## config.mk

```make
export PLATFORM = sky130hd
export DESIGN_NAME = ws2812_driver_flat
export DESIGN_NICKNAME = d
export VERILOG_FILES = /design/src/rtl/ws2812_driver_if.sv /design/src/rtl/ws2812_driver.sv /design/src/flat_wrapper.sv
export SDC_FILE = /design/constraint.sdc
export NUM_CORES = 1
export LEC_CHECK = 0
export BUFFER_PORTS_ARGS = -buffer_cell sky130_fd_sc_hd__buf_2
export CORE_AREA = 2 2 126 67
export CTS_BUF_LIST = sky130_fd_sc_hd__clkbuf_4
export CTS_CLUSTER_SIZE = 10
export DETAILED_ROUTE_END_ITERATION = 7
export DIE_AREA = 0 0 128 69
export PLACE_DENSITY = 0.71
export SETUP_SLACK_MARGIN = 0.02
export SYNTH_ARGS = -nofsm -noshare
export SYNTH_HDL_FRONTEND = slang
export SYNTH_SLANG_ARGS = --single-unit
```

## constraint.sdc

```tcl
create_clock -name clk -period 4.3 [get_ports clk]
set_clock_uncertainty 0.05 [all_clocks]
set_input_delay 0.43 -clock clk [delete_from_list [all_inputs] [get_ports clk]]
set_output_delay 0.43 -clock clk [all_outputs]
set_load 0.005 [all_outputs]
```

## src/rtl/ws2812_driver_if.sv

```systemverilog
// rtl/ws2812_driver_if.sv - colour/enable inputs and serial status outputs of the WS2812 driver
interface ws2812_driver_if;
  logic       enable;
  logic [7:0] red;
  logic [7:0] green;
  logic [7:0] blue;
  logic       dout;
  logic       busy;
  logic       frame_done;

  // Colour source / frame requester side
  modport master (
    output enable, red, green, blue,
    input  dout, busy, frame_done
  );

  // Driver side
  modport slave (
    input  enable, red, green, blue,
    output dout, busy, frame_done
  );
endinterface

```

## src/rtl/ws2812_driver.sv

```systemverilog
// rtl/ws2812_driver.sv - WS2812 serial LED driver, option macro WS2812_UPDATE_ON_CHANGE_EN (send only on colour change)
module ws2812_driver #(
  parameter int NUM_LEDS = 1,
  parameter int T0H_CYC  = 4,
  parameter int T1H_CYC  = 8,
  parameter int BIT_CYC  = 12,
  parameter int RST_CYC  = 600
) (
  input  logic           clk,
  input  logic           reset,
  ws2812_driver_if.slave bus
);

  typedef enum logic [1:0] {S_IDLE, S_BIT, S_GAP} state_t;

  localparam int CYC_W = $clog2(BIT_CYC + 1);
  localparam int LED_W = $clog2(NUM_LEDS + 1);
  localparam int GAP_W = $clog2(RST_CYC + 1);

  localparam logic [CYC_W-1:0] CYC_LAST = CYC_W'(BIT_CYC - 1);
  localparam logic [CYC_W-1:0] T0H_LEN  = CYC_W'(T0H_CYC);
  localparam logic [CYC_W-1:0] T1H_LEN  = CYC_W'(T1H_CYC);
  localparam logic [LED_W-1:0] LED_LAST = LED_W'(NUM_LEDS - 1);
  localparam logic [GAP_W-1:0] GAP_LAST = GAP_W'(RST_CYC - 1);

  state_t           state_q, state_d;
  logic [23:0]      shreg_q, shreg_d;
  logic [23:0]      color_q, color_d;
  logic [4:0]       bit_q, bit_d;
  logic [CYC_W-1:0] cyc_q, cyc_d;
  logic [LED_W-1:0] led_q, led_d;
  logic [GAP_W-1:0] gap_q, gap_d;
  logic             dout_q, dout_d;
  logic             frame_done_q, frame_done_d;

  logic [23:0]      live_color;
  logic             start;
  logic [CYC_W-1:0] high_len;

  // Wire order on the line is G, R, B, so that is the latch order too
  assign live_color = {bus.green, bus.red, bus.blue};
  assign high_len   = shreg_q[23] ? T1H_LEN : T0H_LEN;

`ifdef WS2812_UPDATE_ON_CHANGE_EN
  logic sent_q, sent_d;

  // Only re-send when nothing has gone out yet or the colour moved
  assign start = bus.enable && (!sent_q || (live_color != color_q));

  // Remember that at least one frame was latched since reset
  always_comb begin
    sent_d = sent_q;
    if (state_q == S_IDLE && start) begin
      sent_d = 1'b1;
    end
  end

  // Frame-sent flag register
  always_ff @(posedge clk or posedge reset) begin
    if (reset) begin
      sent_q <= 1'b0;
    end else begin
      sent_q <= sent_d;
    end
  end
`else
  assign start = bus.enable;
`endif

  // Next-state, counters, shift register and output levels
  always_comb begin
    state_d      = state_q;
    shreg_d      = shreg_q;
    color_d      = color_q;
    bit_d        = bit_q;
    cyc_d        = cyc_q;
    led_d        = led_q;
    gap_d        = gap_q;
    dout_d       = 1'b0;
    frame_done_d = 1'b0;
    case (state_q)
      S_IDLE: begin
        if (start) begin
          color_d = live_color;
          shreg_d = live_color;
          bit_d   = '0;
          cyc_d   = '0;
          led_d   = '0;
          gap_d   = '0;
          state_d = S_BIT;
        end
      end
      S_BIT: begin
        // High phase first, then low for the rest of the bit slot
        dout_d = (cyc_q < high_len);
        if (cyc_q == CYC_LAST) begin
          cyc_d = '0;
          if (bit_q == 5'd23) begin
            bit_d = '0;
            if (led_q == LED_LAST) begin
              gap_d   = '0;
              state_d = S_GAP;
            end else begin
              // Every LED gets the colour latched at frame start, never the live inputs
              led_d   = led_q + 1'b1;
              shreg_d = color_q;
            end
          end else begin
            bit_d   = bit_q + 1'b1;
            shreg_d = {shreg_q[22:0], 1'b0};
          end
        end else begin
          cyc_d = cyc_q + 1'b1;
        end
      end
      S_GAP: begin
        if (gap_q == GAP_LAST) begin
          gap_d        = '0;
          frame_done_d = 1'b1;
          state_d      = S_IDLE;
        end else begin
          gap_d = gap_q + 1'b1;
        end
      end
      default: begin
        state_d = S_IDLE;
      end
    endcase
  end

  // State, datapath and registered outputs; reset aborts any frame at once
  always_ff @(posedge clk or posedge reset) begin
    if (reset) begin
      state_q      <= S_IDLE;
      shreg_q      <= '0;
      color_q      <= '0;
      bit_q        <= '0;
      cyc_q        <= '0;
      led_q        <= '0;
      gap_q        <= '0;
      dout_q       <= 1'b0;
      frame_done_q <= 1'b0;
    end else begin
      state_q      <= state_d;
      shreg_q      <= shreg_d;
      color_q      <= color_d;
      bit_q        <= bit_d;
      cyc_q        <= cyc_d;
      led_q        <= led_d;
      gap_q        <= gap_d;
      dout_q       <= dout_d;
      frame_done_q <= frame_done_d;
    end
  end

  assign bus.dout       = dout_q;
  assign bus.busy       = (state_q != S_IDLE);
  assign bus.frame_done = frame_done_q;

endmodule

```

## src/flat_wrapper.sv

```systemverilog
// flat-port wrapper written by rule: the top's interface ports become plain ports
module ws2812_driver_flat 
#(
  parameter int NUM_LEDS = 1,
  parameter int T0H_CYC  = 4,
  parameter int T1H_CYC  = 8,
  parameter int BIT_CYC  = 12,
  parameter int RST_CYC  = 600
)
  (clk, reset, bus_enable, bus_red, bus_green, bus_blue, bus_dout, bus_busy, bus_frame_done);
  ws2812_driver_if bus_i ();
  input  logic clk;
  input  logic reset;
  input wire logic [$bits(bus_i.enable)-1:0] bus_enable;
  input wire logic [$bits(bus_i.red)-1:0] bus_red;
  input wire logic [$bits(bus_i.green)-1:0] bus_green;
  input wire logic [$bits(bus_i.blue)-1:0] bus_blue;
  output wire logic [$bits(bus_i.dout)-1:0] bus_dout;
  output wire logic [$bits(bus_i.busy)-1:0] bus_busy;
  output wire logic [$bits(bus_i.frame_done)-1:0] bus_frame_done;
  assign bus_i.enable = bus_enable;
  assign bus_i.red = bus_red;
  assign bus_i.green = bus_green;
  assign bus_i.blue = bus_blue;
  assign bus_dout = bus_i.dout;
  assign bus_busy = bus_i.busy;
  assign bus_frame_done = bus_i.frame_done;
  ws2812_driver #(.NUM_LEDS(NUM_LEDS), .T0H_CYC(T0H_CYC), .T1H_CYC(T1H_CYC), .BIT_CYC(BIT_CYC), .RST_CYC(RST_CYC)) u_core (.clk(clk), .reset(reset), .bus(bus_i));
endmodule
```

# --- Word-level counts from Yosys, hierarchy flattened ---
# Index checks and enable logic that the tools add are counted.
totals:
  register_bits: 72
  latch_bits: 0
  ramBits: 0
  romBits: 0
  out_inout_bits: 3
  elab_cells: 69
  n_memories: 0
op_classes:
  addsub: 4
  multipliers: 0
  div_mod_pow: 0
  order_cmp: 1
  eq_ne: 11
  shifts: 0
  n_mux: 33
  bitwise_logic: 0
  n_reduce_logical: 11
ops:
  columns: ["cell", "n"]
  rows:
  - ["$mux 24", 4]
  - ["$mux 10", 5]
  - ["$pmux 24 s2", 1]
  - ["$pmux 10 s3", 1]
  - ["$mux 5", 3]
  - ["$mux 4", 3]
  - ["$add 10x1->10 const B", 1]
  - ["$eq 10x10->1 const B", 1]
  - ["$mux 2", 5]
  - ["$pmux 5 s2", 1]
  - ["$reduce_and 5->1", 2]
  - ["$pmux 4 s2", 1]
  - ["$reduce_and 4->1", 2]
  - ["$mux 1", 7]
  - ["$ne 2x1->1 const B", 3]
  - ["$pmux 2 s3", 1]
  - ["$add 5x1->5 const B", 1]
  - ["$eq 5x5->1 const B", 1]
  - ["$add 4x1->4 const B", 1]
  - ["$eq 4x4->1 const B", 1]
  - ["$lt 4x4->1", 1]
  - ["$ne 2x2->1 const B", 2]
  - ["$reduce_and 2->1", 2]
  - ["$reduce_bool 2->1", 2]
  - ["8 further kinds", 8]

# --- Logic depth before layout (Yosys ltp) ---
logic_depth:
  ltp_word: 5
  mapped_depth: 8
  ltp_nobuf: 5

# --- Worst setup path before layout ---
# No wires, ideal clock.
synth_path:
  path_kind: "register to register"
  start: "register u_core.cyc_q[0]"
  end: "register u_core.shreg_q[11]"
  setup_ns: 0.125
  arrival_ns: 1.708
  required_ns: 4.125
  slack_ns: 2.417
  path_stages_with_launch: 8
  synth_period_minus_slack_ns: 1.883
  path_cell_list: "dfrtp_1 -> ha_1 -> and3b_1 -> a21oi_4 -> a21o_1 -> buf_6 -> buf_6 -> mux2_4"
synth_between:
  elab_chain_len: 3
synth_rtl:
  columns: ["item", "line_no", "source"]
  rows:
  - ["from (decl)", "ws2812_driver.sv:30", "logic [CYC_W-1:0] cyc_q, cyc_d;"]
  - ["from (signal assigned)", "ws2812_driver.sv:148", "cyc_q <= cyc_d;"]
  - ["$eq 4x4->1", "ws2812_driver.sv:96", "if (cyc_q == CYC_LAST) begin"]
  - ["$ne 2x1->1 (no source line)", null, null]
  - ["$reduce_and 4->1 (no source line)", null, null]
  - ["to (signal assigned)", "ws2812_driver.sv:145", "shreg_q <= shreg_d;"]
  - ["to (decl)", "ws2812_driver.sv:27", "logic [23:0] shreg_q, shreg_d;"]
# No other way between the ends.
# A chain may end at the register's enable or synchronous reset.

# --- Final worst setup path ---
layout_path:
  start: "register u_core.state_q[0]"
  end: "register u_core.shreg_q[14]"
layout_between:
  elab_chain_len: 3
  word_cells_on_any_way: 8
  classes_between: "eq/ne: 4; mux: 1; reduce/logical: 3"
layout_rtl:
  columns: ["item", "line_no", "source"]
  rows:
  - ["from (decl)", "ws2812_driver.sv:26", "state_t state_q, state_d;"]
  - ["from (signal assigned)", "ws2812_driver.sv:144", "state_q <= state_d;"]
  - ["$eq 2x1->1 / $logic_not 2->1 (equally long branches)", "ws2812_driver.sv:81", "case (state_q)"]
  - ["$ne 3x2->1 (no source line) (tied with other cells)", null, null]
  - ["$reduce_and 4->1 (no source line)", null, null]
# Parallel ways exist; a longest one is shown, timed or not.

==> flow_summary.yaml <==
run_status:
  status: "finished clean"
setup_path:
  cp.required_ns: 4.55
  crit_path_start_kind: "register"
  crit_slowest_cell: "dfrtp_1"
  path_cells: "nor2b_4 -> buf_4 -> a21oi_4 -> a21o_1 -> buf_4 -> mux2_4"
  critPathCaptureType: "register"
  worstReg2RegStart: "u_core.state_q[0]"
  slowest_delay_ns: 0.58
  worstPathMaxFanout: 50
  r2r_slack_ns: 2.01
  criticalPathCategory: "register to register"
  crit_path_frequent_cell: "buf_4"
  r2r-end: "u_core.shreg_q[14]"
  reg2reg_depth: 6
  crit_arrival_ns: 2.54
global_routing:
  grt_pass1_vias: 2437
  gr-total-overflow: 0
  grt_usage_pct: 17.5
  antenna_found_initial: 0
  grt_pass1_wl_mm: 12.1
  grt_max_degree: 53
power_and_ir_drop:
  power_frac_comb_pct: 6.8
  pwr_density_cell_nw_per_um2: 304
  internal-power_uw: 898
  cellLeakagePower_uw: 0.00183
  switching_share_pct: 23.8
  peakVddDrop_mv: 0.147
  p_sw_uw: 281
  power_frac_clock_pct: 34.4
  seqPwrFrac_pct: 58.9
floorplanning:
  die_y_um: 69
  fp-row-count: 23
  core-area_um2: 7710
  num_io_pins: 30
  dieArea_um2: 8830
  start_util_pct: 46.1
  die_w_um: 128
timing:
  hold_viol_final: 0
  finalSetupViolCount: 0
  drv_slew: 0
  period_share_pct: 53.2
  timing.hold.ws_ns: 0.177
  relSlewSlack_pct: 27.3
  fmax_ghz: 0.437
  rsz0062_at_grt: "no"
  tns_ns: 0
  tightest_slew_ns: 1.09
  period_minus_slack_ns: 2.29
layout:
  fin_nets: 392
  drive_above_1_share_pct: 27.9
  syn_to_final_growth_pct: 9.23
  diodes: 0
clocking:
  cts_buffer_depth: 2
  clk_latency_ns: 0.42
  htreeDepth: 3
  cts_sinks: 70
  cts_buffers: 9
  ctsHoldBuffers: 0
  root_buffer: "clkbuf_4"
  path_clk_slew_ns: 0.12
  cts_resized: 0
  post-cts-setup-buffers: 0
  cts_tree: "yes"
hold_path:
  min_from: "bus_blue[0]"
  whs_endpoint: "u_core.shreg_q[0]"
  hold_class: "input pin to register"
  min_path_cells: 2
synthesis:
  async_flop_share_pct: 100
  ys.flop_type: "dfrtp_1"
  synth-seq-cells: 70
  ys_seq_area_share_pct: 49.3
  syn_area_um2: 3550
  synth.avg_cell_area_um2: 10.6
  synth_edf_count: 0
  yosysWarnings: 0
  syn_inst: 335
  yosysUniqueCellTypes: 43
  synth_nets: 366
detailed_routing:
  ant_nets: 0
  routed_via_density: 5.40
  drt_iter0_markers: 167
  drt_pass1_iterations: 4
  post_drt_wl_per_cell_um: 15.0
  vias: 2511
  post-route-drc-count: 0
  finalWirelength_mm: 6.98
place:
  io_buffers: 29
  finalWeightedCongestion: 0.788
  place_hpwl_mm: 4.61
flow_run:
  max_cap_viol_count: 0
-- worst max-delay path: cells and delay by family (launching register included) --
family / cells / cell delay (ns)
multiplexers: 1 / 0.34
buffers and inverters: 2 / 0.67
flip-flops: 1 / 0.58
AND/OR/NAND/NOR: 1 / 0.21
AO/OA/AOI/OAI: 2 / 0.33
-- cell usage after synthesis, types with 4 or more instances --
master / instances / area (um2)
nand2b_1: 4 / 25.0
mux2_2: 27 / 304
clkbuf_1: 6 / 22.5
o21ai_0: 12 / 60.1
dfrtp_1: 70 / 1750
buf_6: 4 / 45.0
nand2_1: 63 / 236
ha_1: 4 / 50.1
nor2_1: 31 / 116
or3_1: 4 / 25.0
nand3_1: 9 / 45.0
mux2_4: 19 / 285
a21o_1: 4 / 30.0
a31oi_1: 23 / 144
nor3_1: 5 / 25.0
inv_1: 5 / 18.8
buf_2: 9 / 45.0
-- cell usage in the layout (no fill, tap or decap), types with 3 or more instances in the layout --
cell type,instances
a21o_1,4
a21oi_1,3
a22o_1,3
a31oi_1,23
buf_2,29
buf_4,6
clkbuf_4,10
dfrtp_1,70
ha_1,4
inv_1,4
mux2_2,27
mux2_4,19
nand2_1,63
nand2b_1,4
nand3_1,9
nor2_1,31
nor3_1,5
o21ai_0,12
o31ai_1,3
or3_1,4
-- kinds of logic after synthesis --
| kind of cell | share of synthesized area, % |
|---|---|
| flip-flops | 49.3 |
| multiplexers | 16.6 |
| AO/OA/AOI/OAI | 11.4 |
| AND/OR/NAND/NOR | 16.7 |
| XOR/XNOR | 0.493 |
| buffers and inverters | 4.12 |
| adder cells (fa/ha/maj) | 1.41 |
-- worst max path at each step --
stage / from / end / slack (ns)
finish: u_core.state_q[0] / u_core.shreg_q[14] / 2.01
global placement: u_core.state_q[0] / u_core.shreg_q[14] / 2.07
global route: u_core.state_q[0] / u_core.shreg_q[23] / 1.82
detailed placement: u_core.state_q[0] / u_core.shreg_q[13] / 2.00
floorplan: reset / u_core.bit_q[0] / 2.05
CTS: u_core.state_q[0] / u_core.shreg_q[14] / 2.00
-- state kept, by name, summed over array words and instances (netlist names) --
| name | cells |
|---|---|
| u_core.shreg_q | 24 |
| u_core.color_q | 23 |
| u_core.gap_q | 10 |
| u_core.bit_q | 5 |
| u_core.cyc_q | 4 |
| u_core.state_q | 2 |
| u_core.bus.dout | 1 |
| u_core.bus.frame_done | 1 |
-- cell type report --
| class | count | area, um2 |
|---|---|---|
| Multi-Input combinational cell | 240 | 1670 |
| Tap cell | 100 | 125 |
| Clock buffer | 10 | 75.1 |
| Fill cell | 708 | 3830 |
| Timing Repair Buffer | 35 | 190 |
| Clock inverter | 5 | 51.3 |
| Inverter | 5 | 18.8 |
| Sequential cell | 70 | 1750 |
-- metal layers --
layer	global-route usage [%]	vias to the layer above	share of wire, %	routed length, um
met3	5.43	2	5.2	360
met4	5.49	0	0.30	21
met5	0	-	0	0
met1	26.9	1218	53	3710
li1	-	1231	-	-
met2	23.2	60	41	2890
-- power groups by stage --
stage | sequential, uW | combinational [uW] | clock, uW
2_1_floorplan | 702 | 54.0 | 0
3_3_place_gp | 706 | 79.2 | 0
3_5_place_dp | 707 | 81.7 | 0
4_1_cts | 694 | 81.9 | 425
5_1_grt | 697 | 91.5 | 452
6_report | 694 | 79.8 | 405
-- stage by stage --
stage | total power, uW | setup slack (ns) | area [um2] | utilization (%) | instances
2_1_floorplan | 756 | 2.05 | 3550 | - | 335
3_3_place_gp | 785 | 2.07 | 3750 | 48.7 | 450
3_5_place_dp | 788 | 2.00 | 3750 | 48.7 | 450
4_1_cts | 1200 | 2.00 | 3880 | 50.3 | 465
5_1_grt | 1240 | 1.82 | 3880 | 50.3 | 465
6_report | 1180 | 2.01 | 3880 | 50.3 | 465
Note: power is estimated with default switching activity, not from simulation.
